File: src/rtl/pong_pkg.sv
// pong_pkg
// Shared types, display defaults and row-clamp helpers for the pong datapath.
// Optional feature macro used by importers: PADDLE_ACCEL_EN.
//   row_t       : one display row index
//   dir_e       : requested paddle direction for a motion tick
//   clamp_lo/hi : saturate a signed row computation against a bound
//   decode_dir  : map the up/down control pair to a direction
package pong_pkg;

    localparam int DEF_DISP_ROWS = 600;
    localparam int DEF_DISP_COLS = 800;
    localparam int DEF_ROW_W     = 12;

    typedef logic [DEF_ROW_W-1:0] row_t;

    typedef enum logic [1:0] {
        DIR_NONE = 2'd0,
        DIR_UP   = 2'd1,
        DIR_DOWN = 2'd2
    } dir_e;

    function automatic int clamp_lo(input int value, input int lo);
        return (value < lo) ? lo : value;
    endfunction

    function automatic int clamp_hi(input int value, input int hi);
        return (value > hi) ? hi : value;
    endfunction

    // Both or neither pressed means "hold".
    function automatic dir_e decode_dir(input logic up, input logic down);
        if (up && !down) return DIR_UP;
        if (down && !up) return DIR_DOWN;
        return DIR_NONE;
    endfunction

endpackage

File: src/rtl/paddle_motion_ctrl_if.sv
// paddle_motion_ctrl_if
// Player controls in, paddle rows / clamp flags / motion tick out.
//   move_up, move_down, recentre : one bit per paddle, driven by the master
//   paddle_center_row            : packed rows, paddle i at [i*ROW_W +: ROW_W]
//   at_top, at_bottom            : per-paddle clamp flags
//   tick                         : one-cycle motion strobe
// master = control source / consumer, slave = paddle_motion_ctrl.
interface paddle_motion_ctrl_if #(
    parameter int NUM_PADDLES = 2,
    parameter int ROW_W       = 12
);
    logic [NUM_PADDLES-1:0]       move_up;
    logic [NUM_PADDLES-1:0]       move_down;
    logic [NUM_PADDLES-1:0]       recentre;
    logic [NUM_PADDLES*ROW_W-1:0] paddle_center_row;
    logic [NUM_PADDLES-1:0]       at_top;
    logic [NUM_PADDLES-1:0]       at_bottom;
    logic                         tick;

    modport master (
        output move_up, move_down, recentre,
        input  paddle_center_row, at_top, at_bottom, tick
    );

    modport slave (
        input  move_up, move_down, recentre,
        output paddle_center_row, at_top, at_bottom, tick
    );
endinterface

File: src/rtl/paddle_channel.sv
// paddle_channel
// Position, clamp flags and (optionally) acceleration state for one paddle.
// Macro PADDLE_ACCEL_EN enables the hold-to-accelerate step; without it the
// step is the constant STEP and no acceleration registers exist.
//   clk, rst          : clock, synchronous active-high reset
//   tick              : motion tick enable from the top level
//   move_up/move_down : direction controls, sampled on tick cycles only
//   recentre          : jump to screen centre on any cycle
//   center_row        : registered paddle centre row
//   at_top/at_bottom  : registered clamp flags, coincident with center_row
module paddle_channel
    import pong_pkg::*;
#(
    parameter int DISP_ROWS     = DEF_DISP_ROWS,
    parameter int ROW_W         = DEF_ROW_W,
    parameter int PADDLE_HEIGHT = 80,
    parameter int STEP          = 1
`ifdef PADDLE_ACCEL_EN
    ,
    parameter int ACCEL_HOLD    = 32,
    parameter int MAX_STEP      = 4
`endif
) (
    input  logic             clk,
    input  logic             rst,
    input  logic             tick,
    input  logic             move_up,
    input  logic             move_down,
    input  logic             recentre,
    output logic [ROW_W-1:0] center_row,
    output logic             at_top,
    output logic             at_bottom
);

    localparam int MIN_C = PADDLE_HEIGHT / 2;
    localparam int MAX_C = DISP_ROWS - PADDLE_HEIGHT / 2;
    localparam int CTR   = DISP_ROWS / 2;

    localparam logic [ROW_W-1:0] MIN_ROW  = ROW_W'(MIN_C);
    localparam logic [ROW_W-1:0] MAX_ROW  = ROW_W'(MAX_C);
    localparam logic [ROW_W-1:0] CTR_ROW  = ROW_W'(CTR);
    localparam logic [ROW_W-1:0] STEP_ROW = ROW_W'(STEP);

    dir_e                    dir;
    logic [ROW_W-1:0]        step_cur;
    logic [ROW_W-1:0]        pos_q;
    logic [ROW_W-1:0]        pos_nxt;
    logic                    at_top_q;
    logic                    at_bottom_q;
    logic signed [ROW_W:0]   pos_ext;
    logic signed [ROW_W:0]   step_ext;
    logic signed [ROW_W:0]   diff_ext;
    logic signed [ROW_W:0]   sum_ext;

    assign dir = decode_dir(move_up, move_down);

`ifdef PADDLE_ACCEL_EN
    localparam int HOLD_W = $clog2(ACCEL_HOLD + 1);
    localparam logic [HOLD_W-1:0] HOLD_LAST = HOLD_W'(ACCEL_HOLD - 1);

    logic [HOLD_W-1:0] hold_q;
    logic [HOLD_W-1:0] hold_nxt;
    logic [ROW_W-1:0]  step_q;
    logic [ROW_W-1:0]  step_nxt;
    dir_e              dir_q;
    dir_e              dir_nxt;

    // The step chosen on a tick is the one used for that same tick's move,
    // so the first doubled step shows up on the tick that hits ACCEL_HOLD.
    always_comb begin
        hold_nxt = hold_q;
        step_nxt = step_q;
        dir_nxt  = dir_q;
        if (recentre) begin
            hold_nxt = '0;
            step_nxt = STEP_ROW;
            dir_nxt  = DIR_NONE;
        end else if (tick) begin
            dir_nxt = dir;
            if (dir == DIR_NONE || dir != dir_q) begin
                hold_nxt = '0;
                step_nxt = STEP_ROW;
            end else if (hold_q == HOLD_LAST) begin
                hold_nxt = '0;
                step_nxt = ROW_W'(clamp_hi(2 * int'(step_q), MAX_STEP));
            end else begin
                hold_nxt = hold_q + HOLD_W'(1);
            end
        end
    end

    always_ff @(posedge clk) begin
        if (rst) begin
            hold_q <= '0;
            step_q <= STEP_ROW;
            dir_q  <= DIR_NONE;
        end else begin
            hold_q <= hold_nxt;
            step_q <= step_nxt;
            dir_q  <= dir_nxt;
        end
    end

    assign step_cur = step_nxt;
`else
    assign step_cur = STEP_ROW;
`endif

    // One extra bit keeps pos - step from wrapping before the clamp.
    always_comb begin
        pos_ext  = $signed({1'b0, pos_q});
        step_ext = $signed({1'b0, step_cur});
        diff_ext = pos_ext - step_ext;
        sum_ext  = pos_ext + step_ext;
        pos_nxt  = pos_q;
        if (recentre) begin
            pos_nxt = CTR_ROW;
        end else if (tick) begin
            case (dir)
                DIR_UP:   pos_nxt = ROW_W'(clamp_lo(int'(diff_ext), MIN_C));
                DIR_DOWN: pos_nxt = ROW_W'(clamp_hi(int'(sum_ext), MAX_C));
                default:  pos_nxt = pos_q;
            endcase
        end
    end

    // Flags are derived from the next position so they change together
    // with center_row.
    always_ff @(posedge clk) begin
        if (rst) begin
            pos_q       <= CTR_ROW;
            at_top_q    <= 1'b0;
            at_bottom_q <= 1'b0;
        end else begin
            pos_q       <= pos_nxt;
            at_top_q    <= (pos_nxt == MIN_ROW);
            at_bottom_q <= (pos_nxt == MAX_ROW);
        end
    end

    assign center_row = pos_q;
    assign at_top     = at_top_q;
    assign at_bottom  = at_bottom_q;

endmodule

File: src/rtl/paddle_motion_ctrl.sv
// paddle_motion_ctrl
// Multi-paddle motion controller: divides clk into a motion tick and runs
// one paddle_channel per player. Row 0 is the top of the screen.
// Optional macro PADDLE_ACCEL_EN enables hold-to-accelerate in each channel.
//   clk : system clock
//   rst : synchronous, active-high reset
//   bus : paddle_motion_ctrl_if.slave (controls in, rows/flags/tick out)
module paddle_motion_ctrl
    import pong_pkg::*;
#(
    parameter int DISP_ROWS     = DEF_DISP_ROWS,
    parameter int NUM_PADDLES   = 2,
    parameter int ROW_W         = DEF_ROW_W,
    parameter int PADDLE_HEIGHT = 80,
    parameter int TICK_DIV      = 40000,
    parameter int STEP          = 1,
    parameter int ACCEL_HOLD    = 32,
    parameter int MAX_STEP      = 4
) (
    input  logic                 clk,
    input  logic                 rst,
    paddle_motion_ctrl_if.slave  bus
);

    localparam int TICK_W = (TICK_DIV > 1) ? $clog2(TICK_DIV) : 1;
    localparam logic [TICK_W-1:0] TICK_LAST = TICK_W'(TICK_DIV - 1);

    // An illegal parameter set freezes the paddles at centre instead of
    // letting them wander outside the drawable area.
    localparam bit CFG_OK = (TICK_DIV >= 1) && (STEP >= 1) &&
                            (PADDLE_HEIGHT % 2 == 0) &&
                            (PADDLE_HEIGHT < DISP_ROWS) &&
                            (DISP_ROWS - 1 < (1 << ROW_W)) &&
                            (ACCEL_HOLD >= 1) && (MAX_STEP >= STEP);

    logic [TICK_W-1:0] tick_cnt;
    logic [TICK_W-1:0] tick_cnt_nxt;
    logic              tick_q;
    logic              tick_en;

    always_comb begin
        tick_cnt_nxt = (tick_cnt == TICK_LAST) ? '0 : tick_cnt + TICK_W'(1);
    end

    // tick is registered from the next count so it is high exactly while
    // the counter holds TICK_DIV-1 (every cycle when TICK_DIV is 1).
    always_ff @(posedge clk) begin
        if (rst) begin
            tick_cnt <= '0;
            tick_q   <= 1'b0;
        end else begin
            tick_cnt <= tick_cnt_nxt;
            tick_q   <= (tick_cnt_nxt == TICK_LAST);
        end
    end

    assign tick_en  = tick_q & CFG_OK;
    assign bus.tick = tick_en;

    for (genvar i = 0; i < NUM_PADDLES; i++) begin : g_ch
        paddle_channel #(
            .DISP_ROWS     (DISP_ROWS),
            .ROW_W         (ROW_W),
            .PADDLE_HEIGHT (PADDLE_HEIGHT),
            .STEP          (STEP)
`ifdef PADDLE_ACCEL_EN
            ,
            .ACCEL_HOLD    (ACCEL_HOLD),
            .MAX_STEP      (MAX_STEP)
`endif
        ) u_ch (
            .clk        (clk),
            .rst        (rst),
            .tick       (tick_en),
            .move_up    (bus.move_up[i]),
            .move_down  (bus.move_down[i]),
            .recentre   (bus.recentre[i]),
            .center_row (bus.paddle_center_row[i*ROW_W +: ROW_W]),
            .at_top     (bus.at_top[i]),
            .at_bottom  (bus.at_bottom[i])
        );
    end

endmodule
File: src/flat_wrapper.sv
// flat-port wrapper written by rule: the top's interface ports become plain ports
module paddle_motion_ctrl_flat import pong_pkg::*;
#(
    parameter int DISP_ROWS     = DEF_DISP_ROWS,
    parameter int NUM_PADDLES   = 2,
    parameter int ROW_W         = DEF_ROW_W,
    parameter int PADDLE_HEIGHT = 80,
    parameter int TICK_DIV      = 40000,
    parameter int STEP          = 1,
    parameter int ACCEL_HOLD    = 32,
    parameter int MAX_STEP      = 4
)
  (clk, rst, bus_move_up, bus_move_down, bus_recentre, bus_paddle_center_row, bus_at_top, bus_at_bottom, bus_tick);
  paddle_motion_ctrl_if #(.NUM_PADDLES(NUM_PADDLES), .ROW_W(ROW_W)) bus_i ();
  input  logic clk;
  input  logic rst;
  input wire logic [$bits(bus_i.move_up)-1:0] bus_move_up;
  input wire logic [$bits(bus_i.move_down)-1:0] bus_move_down;
  input wire logic [$bits(bus_i.recentre)-1:0] bus_recentre;
  output wire logic [$bits(bus_i.paddle_center_row)-1:0] bus_paddle_center_row;
  output wire logic [$bits(bus_i.at_top)-1:0] bus_at_top;
  output wire logic [$bits(bus_i.at_bottom)-1:0] bus_at_bottom;
  output wire logic [$bits(bus_i.tick)-1:0] bus_tick;
  assign bus_i.move_up = bus_move_up;
  assign bus_i.move_down = bus_move_down;
  assign bus_i.recentre = bus_recentre;
  assign bus_paddle_center_row = bus_i.paddle_center_row;
  assign bus_at_top = bus_i.at_top;
  assign bus_at_bottom = bus_i.at_bottom;
  assign bus_tick = bus_i.tick;
  paddle_motion_ctrl #(.DISP_ROWS(DISP_ROWS), .NUM_PADDLES(NUM_PADDLES), .ROW_W(ROW_W), .PADDLE_HEIGHT(PADDLE_HEIGHT), .TICK_DIV(TICK_DIV), .STEP(STEP), .ACCEL_HOLD(ACCEL_HOLD), .MAX_STEP(MAX_STEP)) u_core (.clk(clk), .rst(rst), .bus(bus_i));
endmodule
File: config.mk
export PLATFORM = sky130hd
export DESIGN_NAME = paddle_motion_ctrl_flat
export DESIGN_NICKNAME = d
export VERILOG_FILES = /design/src/rtl/pong_pkg.sv /design/src/rtl/paddle_motion_ctrl_if.sv /design/src/rtl/paddle_channel.sv /design/src/rtl/paddle_motion_ctrl.sv /design/src/flat_wrapper.sv
export SDC_FILE = /design/constraint.sdc
export NUM_CORES = 1
export LEC_CHECK = 0
export CORE_MARGIN = 2
export CORE_UTILIZATION = 45
export DETAILED_ROUTE_END_ITERATION = 8
export PLACE_DENSITY = 0.65
export SYNTH_ARGS = -nofsm -noshare
export SYNTH_HDL_FRONTEND = slang
export SYNTH_HIERARCHICAL = 1
export SYNTH_SLANG_ARGS = --single-unit
export TNS_END_PERCENT = 30
File: constraint.sdc
create_clock -name clk -period 7.05 [get_ports clk]
set_clock_uncertainty 0.15 [all_clocks]
set_input_delay 1.41 -clock clk [delete_from_list [all_inputs] [get_ports clk]]
set_output_delay 1.41 -clock clk [all_outputs]
set_load 0.01 [all_outputs]
# After elaboration in Yosys (flattened, before gate mapping)
# Cells that the tools add are included.
# Widths: inputs -> output; s select.
# word_totals
elab_cells	60
regBits	45
# classes
reduce_logical	8
order_cmp	4
addsub	5
eq_ne	10
mux	25
# op_table
operator	count
$mux 12	8
$pmux 12 s2	2
$eq 16x16->1 const B	2
$add 12x1->13 const B	2
$gt 13x11->1 const B	2
$lt 13x7->1 const B	2
$sub 12x1->13 const B	2
$eq 12x10->1 const B	2
$eq 12x6->1 const B	2
$add 16x1->16 const B	1
$mux 16	1
$mux 2	8
$mux 1	6
$eq 2x1->1 const B	2
$eq 2x2->1 const B	2
$logic_and 1x1->1	4
$logic_not 1->1	4

# Longest topological paths before layout
# logic_depth
word_depth	11
depth_mapped	12
depth_no_buf	11

# Hierarchy
# Netlist, hierarchy kept.
# modules_own_cells
mod	seq_area_each_um2	instances	area_each_um2	cells_per_inst
paddle_channel (u_core.g_ch[1].u_ch)	280.3	1	1636.6	231
paddle_channel (u_core.g_ch[0].u_ch)	280.3	1	1635.3	234
paddle_motion_ctrl	340.3	1	928.4	107

# Least setup slack after synthesis
# Ideal clock, no wire load.
# synth_timing
kind	input -> register
start	input port bus_move_up[1]
end	register u_core.g_ch[1].u_ch.at_bottom_q
cell_stages	9
setup_time_ps	73
setup_slack_ps	3441
required_time_ps	6827
t_arrival_ps	3386
n_path_buf	1
path_cell_list	inv_1 -> ha_1 -> nand2b_1 -> clkbuf_1 -> or4_1 -> a211oi_1 -> nor3_1 -> or4b_1 -> nor3_2
# synth_via
elab_chain_len	11
# synth_rtl
element	line	rtl
from (decl)	flat_wrapper.sv:17	input wire logic [$bits(bus_i.move_up)-1:0] bus_move_up;
$logic_not 1->1	pong_pkg.sv:33	if (down && !up) return DIR_DOWN;
$logic_and 1x1->1	pong_pkg.sv:33	
$mux 1 (2 in a row)	pong_pkg.sv:33	
$mux 2	pong_pkg.sv:34	return DIR_NONE;
$mux 2 (*)	pong_pkg.sv:33	
$eq 2x2->1 or $eq 2x1->1 (tied branches)	paddle_channel.sv:119	case (dir)
$pmux 12 s2 (*)	paddle_channel.sv:119	
$mux 12 (*)	paddle_channel.sv:118	end else if (tick) begin
$mux 12 (*)	paddle_channel.sv:116	if (recentre) begin
$eq 12x10->1 (*)	paddle_channel.sv:137	at_bottom_q <= (pos_nxt == MAX_ROW);
to (signal assigned)	paddle_channel.sv:137	
to (decl)	paddle_channel.sv:49	logic at_bottom_q;
# Every way passes the cells marked *; elsewhere a longest branch is shown, timed or not. The select of a mux whose other input is x is not followed.
# A chain may end at the register's enable or synchronous reset.

# Final worst setup path
# Same ends and word-level chain as after synthesis.

==> flow_summary.ini <==
[timing]
finalCritPeriodShare = 0.600
tightest_slew_ns = 0.911
rsz0062_at_grt = false
post-route-worst-setup-slack_ns = 2.82
slew_viol_final = 0
relSlewSlack = 0.391
finalSetupViolCount = 0
whs_ns = 0.363
tns_ns = 0
fmax_ghz = 0.236
period_needed_ns = 4.23
hold_violations = 0

[cts]
cts_tree = done
ctsResizeCount = 0
post_cts_buffers = 0
clkSinkCount = 45
ctsRootBufferMaster = clkbuf_8
cts_hold_buffers = 0
clk_path_buf_depth = 2
cts_buffers = 5
htreeDepth = 2
clk_pin_slew_ns = 0.09
clk-insertion-delay-late_ns = 0.29

[critical_path]
arrival_ns = 4.31
critPathKind = input port to flip-flop
worstPathRequired_ns = 7.13
path_buf_inv = 2
cpMaxStageDelayCell = or4_1
max_stage_delay_ns = 0.62
crit_family = simple AND/OR/NAND/NOR gates
path_max_fanout = 19
path_cells = clkdlybuf4s50_1 -> inv_1 -> ha_1 -> nand2b_1 -> or4_1 -> a211oi_1 -> nor3_1 -> or4b_1 -> nor3_2
cp-start-kind = input port
worstSetupEndpointType = flip-flop

[die]
start_util = 0.459
die_h_um = 101
ios = 37
fp.dieW_um = 101
dieArea_um2 = 10100
core-area_um2 = 9150
row_count = 35

[drt]
via_per_inst = 6.60
dr.pass1.iters = 7
vias = 4525
avgRoutedWirePerCell_um = 18.3
drc = 0
antenna_left = 0
routed_wl_mm = 12.6
drt-initial-drc-count = 367

[outcome]
status = completed

[finish]
drive_gt1_frac = 0.0817
num_antenna_cells = 0
final_cell_mix = nor2_1 (64), nand2_1 (49), dfxtp_1 (45)
nNetsFinal = 592
area_growth_pct = 9.62
fillCellCount = 885
multi_input_area_um2 = 3030
seq_area_um2 = 901
layout_commonest_cell = nor2_1

[run]
cap_violations = 0

[yosys]
synth_top_area_frac = 0.214
synthCells = 572
synth_edf_count = 0
yosysWarningCount = 6
synth_area_leader_cell = dfxtp_1
netlist_top_cells_area = dfxtp_1 (21%), nor2_1 (5.7%), nand2_1 (4.4%), a21oi_1 (3.1%), ha_1 (3.0%)
syn_area_um2 = 4200
synth_flop_cell = dfxtp_1
syn_area_per_cell_um2 = 7.34
synthArstFlopShare = 0
post_synth_num_cell_types = 87
ys_ff_latch = 45
synth_nets = 590
seq_area_frac_synth = 0.214

[power]
power.share.sequential = 0.568
power_switching_uw = 107
ir_drop_v = 0.000127
switching_share = 0.237
pwr-share-clk = 0.363
intPower_uw = 346
power_density_nw_per_um2 = 98.5
leakagePower_uw = 0.00154
combPwrFrac = 0.069

[placed_design]
place_congestion = 0.957
dp_hpwl_mm = 9.01
dp_slack_ns = 2.53
io_buffers = 36

[global_routing]
track_usage = 0.251
grt_pass1_wl_mm = 20.9
grt_pass1_vias = 4256
antenna_found_initial = 0
overflow = 0
grt_max_degree = 22

[min_path]
hold_path.class = flip-flop to flip-flop
power groups by stage:
stage / clock network, uW / logic (uW) / registers, uW
detailed placement: 0 / 30.6 / 264
finish: 165 / 31.5 / 258
global placement: 0 / 30.8 / 263
CTS: 172 / 30.8 / 258
floorplan: 0 / 18.7 / 263
global route: 180 / 34.5 / 258
through the flow:
stage | utilization | power [uW] | cell area, um2 | instances
3_5_place_dp | 0.493 | 294 | 4510 | 678
6_report | 0.503 | 454 | 4600 | 686
3_3_place_gp | 0.493 | 294 | 4510 | 678
5_1_grt | 0.503 | 473 | 4600 | 686
4_1_cts | 0.503 | 460 | 4600 | 686
2_1_floorplan | - | 282 | 4200 | 572
state kept, by name (all words and copies together), names as in the netlist:
signal and cells:
u_core/g_ch.u_ch/at_top 2, u_core/g_ch.u_ch/at_bottom 2, u_core/tick_cnt 16, u_core/bus.tick 1, u_core/g_ch.u_ch/center_row 24
final cells by class:
class,instances,share of cell area
well taps,111,0.0302
multi-input cells,466,0.658
inverters,19,0.0155
flip-flops and latches,45,0.196
clock buffers,6,0.0179
repair buffers,37,0.0799
clock inverters,2,0.00299
cell families (layout without fill, tap and decap cells):
logic type,count (synthesis),in the layout,share of synthesized area
adders and majority gates,10,10,0.0298
buffers and inverters,61,64,0.0643
DFF,45,45,0.214
AOI/OAI and AO/OA,137,137,0.236
muxes,7,7,0.0167
xor gates and xnor gates,22,22,0.0459
and+or+nand+nor,290,290,0.393
synthesized netlist by cell type, drive strengths merged, types with 10 or more instances:
cell	count
nor2	65
dfxtp	45
nor4	15
nor3	30
nand3	21
o21ai	21
buf	22
and2	12
a211oi	11
and3	10
a21oi	27
inv	19
nand2b	11
xnor2	14
nor2b	12
nand2	49
clkbuf	20
a31oi	11
o31ai	16
nand4	15
ha	10
metal layers:
metal	wire length [um]	track usage	vias to the layer above
met1	5320	0.331	2136
met5	0	0	-
li1	-	-	2113
met3	932	0.0340	35
met4	359	0.110	0
met2	5980	0.409	241
path summary, 6_finish.rpt:
| kind | endpoint | startpoint | depth (start not counted) | slack (ns) |
|---|---|---|---|---|
| setup / recovery | u_core/g_ch[1].u_ch/at_bottom$_SDFF_PP0_ | bus_move_up[1] | 9 | 2.82 |
| hold / removal | u_core/tick_cnt[0]$_SDFF_PP0_ | u_core/tick_cnt[0]$_SDFF_PP0_ | 1 | 0.36 |
| hold reg to reg | u_core/tick_cnt[0]$_SDFF_PP0_ | u_core/tick_cnt[0]$_SDFF_PP0_ | 1 | 0.36 |
| setup reg to reg | u_core/g_ch[1].u_ch/at_top$_SDFF_PP0_ | u_core/g_ch[1].u_ch/center_row[0]$_SDFF_PP0_ | 8 | 3.25 |
(Power assumes the default switching activity.)
